<file path="config.mk">
export PLATFORM = sky130hd
export DESIGN_NAME = fifo_multi_channel
export DESIGN_NICKNAME = d
export VERILOG_FILES = /design/src/rtl/fifo_multi_channel_pkg.sv /design/src/rtl/fifo_multi_channel_reg_sp_rf.sv /design/src/rtl/fifo_multi_channel.sv
export SDC_FILE = /design/constraint.sdc
export NUM_CORES = 2
export LEC_CHECK = 0
export BUFFER_PORTS_ARGS = -buffer_cell sky130_fd_sc_hd__buf_4
export CORE_ASPECT_RATIO = 1.4
export CORE_MARGIN = 5
export CORE_UTILIZATION = 50
export CTS_BUF_LIST = sky130_fd_sc_hd__clkbuf_4
export CTS_CLUSTER_DIAMETER = 30
export CTS_CLUSTER_SIZE = 40
export DETAILED_ROUTE_END_ITERATION = 10
export PLACE_DENSITY = 0.77
export SYNTH_ARGS = -nofsm -noshare
export SYNTH_HDL_FRONTEND = slang
export SYNTH_SLANG_ARGS = --single-unit
</file>
<file path="constraint.sdc">
create_clock -name clk -period 8.85 [get_ports clk]
set_input_delay 0.4425 -clock clk [delete_from_list [all_inputs] [get_ports clk]]
set_output_delay 0.4425 -clock clk [all_outputs]
set_load 0.02 [all_outputs]
</file>
<file path="src/rtl/fifo_multi_channel_pkg.sv">
// Shared types and helpers for the multi-channel register FIFO.
// Optional threshold flags are enabled with the FIFO_MC_THRESHOLD_EN macro.
package fifo_multi_channel_pkg;

  localparam int unsigned FIFO_MC_DEF_ADDR_WIDTH = 4;
  localparam int unsigned FIFO_MC_DEF_CHANNELS   = 4;

`ifdef FIFO_MC_THRESHOLD_EN
  localparam bit FIFO_MC_THRESHOLD = 1'b1;
`else
  localparam bit FIFO_MC_THRESHOLD = 1'b0;
`endif

  typedef logic [FIFO_MC_DEF_ADDR_WIDTH:0] fifo_mc_level_t;
  typedef logic [FIFO_MC_DEF_CHANNELS-1:0][FIFO_MC_DEF_ADDR_WIDTH:0] fifo_mc_level_vec_t;
  typedef logic [$clog2(FIFO_MC_DEF_CHANNELS)-1:0] fifo_mc_ch_idx_t;

  function automatic int unsigned fifo_depth(input int unsigned addr_width);
    return 32'd1 << addr_width;
  endfunction

endpackage

</file>
<file path="src/rtl/fifo_multi_channel_reg_sp_rf.sv">
// Flat storage array for all channels: synchronous write, asynchronous read.
module reg_sp_rf
  import fifo_multi_channel_pkg::*;
#(
  parameter int unsigned DATA_WIDTH_P = 32,
  parameter int unsigned ADDR_WIDTH_P = 6
) (
  input  logic                    clk,
  input  logic                    we,
  input  logic [ADDR_WIDTH_P-1:0] waddr,
  input  logic [DATA_WIDTH_P-1:0] wdata,
  input  logic [ADDR_WIDTH_P-1:0] raddr,
  output logic [DATA_WIDTH_P-1:0] rdata
);

  logic [DATA_WIDTH_P-1:0] mem_q [fifo_depth(ADDR_WIDTH_P)];

  always_ff @(posedge clk) begin
    if (we) mem_q[waddr] <= wdata;
  end

  assign rdata = mem_q[raddr];

endmodule

</file>
<file path="src/rtl/fifo_multi_channel.sv">
// Multi-channel FIFO: independent circular queues sharing one register file.
// Define FIFO_MC_THRESHOLD_EN to add cr_almost_full_lvl / almost_full.
module fifo_multi_channel
  import fifo_multi_channel_pkg::*;
#(
  parameter int unsigned DATA_WIDTH_P     = 32,
  parameter int unsigned ADDR_WIDTH_P     = 4,
  parameter int unsigned NR_OF_CHANNELS_P = 4,
  parameter int unsigned CH_WIDTH_P       = $clog2(NR_OF_CHANNELS_P)
) (
  input  logic                                         clk,
  input  logic                                         rst_n,
  input  logic                                         ing_enable,
  input  logic [CH_WIDTH_P-1:0]                        ing_channel,
  input  logic [DATA_WIDTH_P-1:0]                      ing_data,
  output logic [NR_OF_CHANNELS_P-1:0]                  ing_full,
  input  logic                                         egr_enable,
  input  logic [CH_WIDTH_P-1:0]                        egr_channel,
  output logic [DATA_WIDTH_P-1:0]                      egr_data,
  output logic [NR_OF_CHANNELS_P-1:0]                  egr_empty,
  output logic [NR_OF_CHANNELS_P-1:0][ADDR_WIDTH_P:0]  sr_fill_level
`ifdef FIFO_MC_THRESHOLD_EN
  ,
  input  logic [ADDR_WIDTH_P:0]                        cr_almost_full_lvl,
  output logic [NR_OF_CHANNELS_P-1:0]                  almost_full
`endif
);

  localparam int unsigned RF_AW = ADDR_WIDTH_P + CH_WIDTH_P;
  localparam logic [ADDR_WIDTH_P:0] DEPTH = (ADDR_WIDTH_P+1)'(fifo_depth(ADDR_WIDTH_P));

  logic [NR_OF_CHANNELS_P-1:0][ADDR_WIDTH_P-1:0] wr_ptr_all, rd_ptr_all;
  logic [NR_OF_CHANNELS_P-1:0]                   push_all;
  logic [ADDR_WIDTH_P-1:0]                       wr_sel, rd_sel;
  logic [RF_AW-1:0]                              rf_waddr, rf_raddr;

  // Channel decode by equality: out-of-range selects match no channel and are dropped.
  always_comb begin
    wr_sel = '0;
    rd_sel = '0;
    for (int unsigned c = 0; c < NR_OF_CHANNELS_P; c++) begin
      if (ing_channel == CH_WIDTH_P'(c)) wr_sel = wr_ptr_all[c];
      if (egr_channel == CH_WIDTH_P'(c)) rd_sel = rd_ptr_all[c];
    end
  end

  assign rf_waddr = {ing_channel, wr_sel};
  assign rf_raddr = {egr_channel, rd_sel};

  reg_sp_rf #(
    .DATA_WIDTH_P (DATA_WIDTH_P),
    .ADDR_WIDTH_P (RF_AW)
  ) u_rf (
    .clk   (clk),
    .we    (|push_all),
    .waddr (rf_waddr),
    .wdata (ing_data),
    .raddr (rf_raddr),
    .rdata (egr_data)
  );

  for (genvar c = 0; c < NR_OF_CHANNELS_P; c++) begin : g_ch
    logic [ADDR_WIDTH_P-1:0] wr_ptr_q, wr_ptr_d, rd_ptr_q, rd_ptr_d;
    logic [ADDR_WIDTH_P:0]   level_q, level_d;
    logic                    empty_q, empty_d;
    logic                    push, pop, full;

    // A full channel still takes a push when it is being popped in the same cycle.
    assign full = (level_q == DEPTH) && !(egr_enable && (egr_channel == CH_WIDTH_P'(c)));
    assign push = ing_enable && (ing_channel == CH_WIDTH_P'(c)) && !full;
    assign pop  = egr_enable && (egr_channel == CH_WIDTH_P'(c)) && !empty_q;

    always_comb begin
      wr_ptr_d = wr_ptr_q;
      rd_ptr_d = rd_ptr_q;
      level_d  = level_q;
      empty_d  = empty_q;
      if (push) wr_ptr_d = wr_ptr_q + 1'b1;
      if (pop)  rd_ptr_d = rd_ptr_q + 1'b1;
      case ({push, pop})
        2'b10: begin
          level_d = level_q + 1'b1;
          empty_d = 1'b0;
        end
        2'b01: begin
          level_d = level_q - 1'b1;
          if (level_q == (ADDR_WIDTH_P+1)'(1)) empty_d = 1'b1;
        end
        default: ;
      endcase
    end

    always_ff @(posedge clk or negedge rst_n) begin
      if (!rst_n) begin
        wr_ptr_q <= '0;
        rd_ptr_q <= '0;
        level_q  <= '0;
        empty_q  <= 1'b1;
      end else begin
        wr_ptr_q <= wr_ptr_d;
        rd_ptr_q <= rd_ptr_d;
        level_q  <= level_d;
        empty_q  <= empty_d;
      end
    end

    assign ing_full[c]      = full;
    assign egr_empty[c]     = empty_q;
    assign sr_fill_level[c] = level_q;
    assign wr_ptr_all[c]    = wr_ptr_q;
    assign rd_ptr_all[c]    = rd_ptr_q;
    assign push_all[c]      = push;

`ifdef FIFO_MC_THRESHOLD_EN
    logic almost_full_q, almost_full_d;

    assign almost_full_d = (level_d >= cr_almost_full_lvl);

    always_ff @(posedge clk or negedge rst_n) begin
      if (!rst_n) almost_full_q <= 1'b0;
      else        almost_full_q <= almost_full_d;
    end

    assign almost_full[c] = almost_full_q;
`endif
  end

endmodule
</file>
==> metrics.md <==
| Metric | Value |
|---|---|
| Status | complete, no violations |
| Via count | roughly 44000 |
| DRC violations left | 0 |
| CP max stage cell | o41ai_1 |
| Part of the power in the clock network | between 20% and 30% |
| WP data arrival | 6.13 ns |
| CP dominant cell by count | buf_4 |
| Startpoint types | input pin |
| Leak Pwr | about 30 nW |
| Seq cells post-synth | 2104 |
| CP Capture Type | output pin |
| I/O pin total | 100 |
| Synth Warn # | 0 |
| Setup TNS | 0 ns |
| Routed Antenna Nets | 0 |
| Reg2reg start | g_ch[0].level_q[0]$_DFFE_PN0P_ |
| Post-Syn Nets | approximately 4700 |
| Clock period minus worst slack | between 6 and 7 ns |
| Mean Syn Cell Area | ~18 µm² |
| Setup crit end | egr_data[30] |
| Top cell type's share of synthesized area | around three quarters |
| First-pass GRT wire length | roughly 290000 µm |
| Finish-stage setup viols | 0 |
| Hold Path Class | input pin to register |
| Largest area contributor in the netlist | edfxtp_1 |
| Cell family with most CP delay | buffers and inverters |
| Clk_lat worst skew | roughly 1.3 ns |
| Final Hold Vio Count | 0 |
| Avg WL per Cell | around 28 µm |
| Initial Utilization | between 50% and 60% |
| Max VDD drop | 310 µV |
| Total core area | roughly 170000 µm² |
| Worst setup path class | input pin to output pin |
| Main flop type after synthesis | edfxtp_1 |
| Worst path bufs/invs | 6 |
| Reg clk slew, reported paths | 0.13 ns |
| Int Pwr | 0.0165 W |
| CTS sink count | between 2000 and 2500 |
| Clock Path Buffers | 3 |
| Worst hold slack | approximately 0.27 ns |
| Antenna violations before repair | 5 |
| Net Switching | slightly below 0.009 W |
| TritonCTS Buffers | approximately 200 |
| Vias in the first global route | about 44000 |
| Synth top cells by count | 2048 x edfxtp_1, 868 x mux2i_1, 286 x nand2_1 |
| Switching fraction of total power | a little over a third |
| Critical Path Fanout Max | 36 |
| GR Overflow Total | 0 |
| Filler Cells Inserted | roughly 12000 |
| Post-Syn Area | around 84000 µm² |
| Die Wd | ~360 µm |
| CP Depth | 12 |
| Max stage delay on crit path | 0.96 ns |
| Share of post-route cells with drive strength above 1 | 16.2% |
| Gate power share | 33.6% |
| Final Net Count | about 4800 |
| RSZ-0062 raised after global routing | false |
| GRT Util Overall | ~22% |
| Starting DRT DRC Count | 4766 |
| Most common cell in the netlist | edfxtp_1 |
| Share of flip-flops with an asynchronous set or reset | under 10% |
| Max-slew violations | 0 |
| Critical Path RT | 8.41 ns |
| Largest net degree at the start of global routing | about 150 |
| Worst-Margin Slew | roughly 1.1 ns |
| Internal reg-to-reg setup slack | roughly 4.8 ns |
| Post-Route WL | around 200000 µm |
| R2R depth | 10 |
| Sequential cell area | ~63000 µm² |
| Area of the multi-input gates | approximately 20000 µm² |
| Fin crit share | around three quarters |
| Root Buffer | clkbuf_4 |
| Sequential share of power | around 45% |
| Row Count | ~180 |
| Die height | a little under 500 µm |
| TritonCTS clock tree | done |
| Max-Cap Viols | 0 |
| Cell variety after synth | roughly 50 |
| Post-synth EDFFs | 2048 |
| Gp weighted congestion | 0.814 |
| Die area | 176000 µm² |
| First-pass DRT Iterations | 5 |
| F_max | 152 MHz |
| Top cells by area, synth | edfxtp_1 74%, mux2i_1 10%, mux4_2 2.8%, dfrtp_1 1.6%, nand2_1 1.3% |
| Clock Skew | 0.105 ns |
| Worst Setup SP | egr_channel[1] |
| Area Overhead vs Synth | 8.99% |
| Pwr dens | ~280 nW/µm² |
| Cells after Synth | roughly 4600 |
| CTS H-tree lvls | 4 |
| Crit-path cells | dlygate4sd3_1 > buf_4 > buf_4 > mux4_4 > buf_4 > buf_4 > mux2i_1 > mux2i_1 > o22ai_1 > o41ai_1 > o311a_1 > buf_4 |
| Sequential element share of the synthesized area | between 70% and 80% |
| Max_slew headroom | between 20 and 30% |
| Vias per cell | around 6.1 |
| Port bufs | about 100 |
| Reg-to-reg endpoint | u_rf.mem_q[27][12]$_DFFE_PP_ |
| Dpl hpwl | roughly 110000 µm |
[kinds of logic after synthesis]
family,Yosys count,share of synthesized area (%)
xor gates and xnor gates,40,0.419
and+or+nand+nor,532,2.91
muxes,1011,13.7
adders and majority gates,32,0.479
buffers and inverters,301,1.79
AOI/OAI and AO/OA,574,5.42
DFF,2104,75.3
[layout by cell type, fill, tap and decap left out, drive strengths merged, types with 39 or more instances in the layout]
cell type,count
edfxtp,2048
mux2i,868
nand2,287
clkbuf,215
buf,205
o22ai,159
a211oi,128
mux4,104
nor2b,103
nor2,84
inv,76
clkinv,71
a31oi,64
dfrtp,52
dlygate4sd3,46
mux2,39
[worst min path at each step]
stage	startpoint	slack, ns	endpoint	depth (start not counted)
after global routing	ing_data[27]	0.16	u_rf.mem_q[25][27]$_DFFE_PP_	2
after detailed placement	g_ch[0].rd_ptr_q[3]$_DFFE_PN0P_	0.47	g_ch[0].rd_ptr_q[3]$_DFFE_PN0P_	1
final	ing_data[4]	0.27	u_rf.mem_q[34][4]$_DFFE_PP_	2
after global placement	g_ch[0].rd_ptr_q[3]$_DFFE_PN0P_	0.46	g_ch[0].rd_ptr_q[3]$_DFFE_PN0P_	1
after floorplan	rst_n	0.15	g_ch[0].level_q[0]$_DFFE_PN0P_	0
after CTS	ing_data[4]	0.12	u_rf.mem_q[35][4]$_DFFE_PP_	2
[power by group through the flow]
stage / registers [W] / clock network (W) / logic [W]
2_1_floorplan: 0.0117 / 0 / 0.00603
3_3_place_gp: 0.0117 / 0 / 0.00831
3_5_place_dp: 0.0117 / 0 / 0.00848
4_1_cts: 0.0115 / 0.00553 / 0.00852
5_1_grt: 0.0115 / 0.00595 / 0.00901
6_report: 0.0115 / 0.00544 / 0.00855
[per-stage QoR]
step,instances,util [%],power [W],instance area (µm²),setup slack (ns)
2_1_floorplan,4594,-,0.0177,83600,4.82
3_3_place_gp,6755,52.4,0.0200,87100,2.94
3_5_place_dp,6755,52.4,0.0202,87100,2.89
4_1_cts,7182,54.8,0.0255,91100,2.34
5_1_grt,7190,54.8,0.0265,91100,2.23
6_report,7191,54.8,0.0255,91100,2.27
[sequential cells by signal, summed over array words and instances, names as in the netlist]
signal,flops
g_ch.level_q,20
g_ch.wr_ptr_q,16
g_ch.rd_ptr_q,16
u_rf.mem_q,2048
g_ch.empty_q,4
[worst reg2reg max path, cell delays in order, from the launching register on]
cell and delay, ns:
dfrtp_1 0.48, inv_1 0.12, ha_1 0.22, and4_1 0.17, or2_2 0.37, inv_2 0.15, nor4_1 0.09, and2b_1 0.35
nand2_1 0.56, nor2_4 0.66, buf_4 0.55
[routing by layer]
| metal | global-route usage [%] | part of all wire (%) | vias to the layer above |
|---|---|---|---|
| li1 | - | - | 18900 |
| met3 | 4.10 | 8.6 | 510 |
| met4 | 10.2 | 4.7 | 2 |
| met5 | 0 | 0.0035 | - |
| met2 | 39.0 | 51 | 2295 |
| met1 | 27.2 | 35 | 22500 |
[layout make-up]
cell class / count / share of cell area (%)
timing repair buffer: 251 / 2.35
tap: 2237 / 3.07
inverter: 21 / 0.0865
clock inverter: 165 / 2.03
sequential: 2104 / 69.1
clock buffer: 215 / 1.77
multi-input combinational: 2189 / 21.6
antenna: 9 / 0.0247
[timing repair]
item                       4_1_cts  5_1_grt
hold endpoints to repair      2145        0
gates resized for setup          0        0
hold buffers                    47        0
buffers inserted                 0        0
setup endpoints to repair        0        0
No activity file was read; power rests on OpenSTA's default activity.
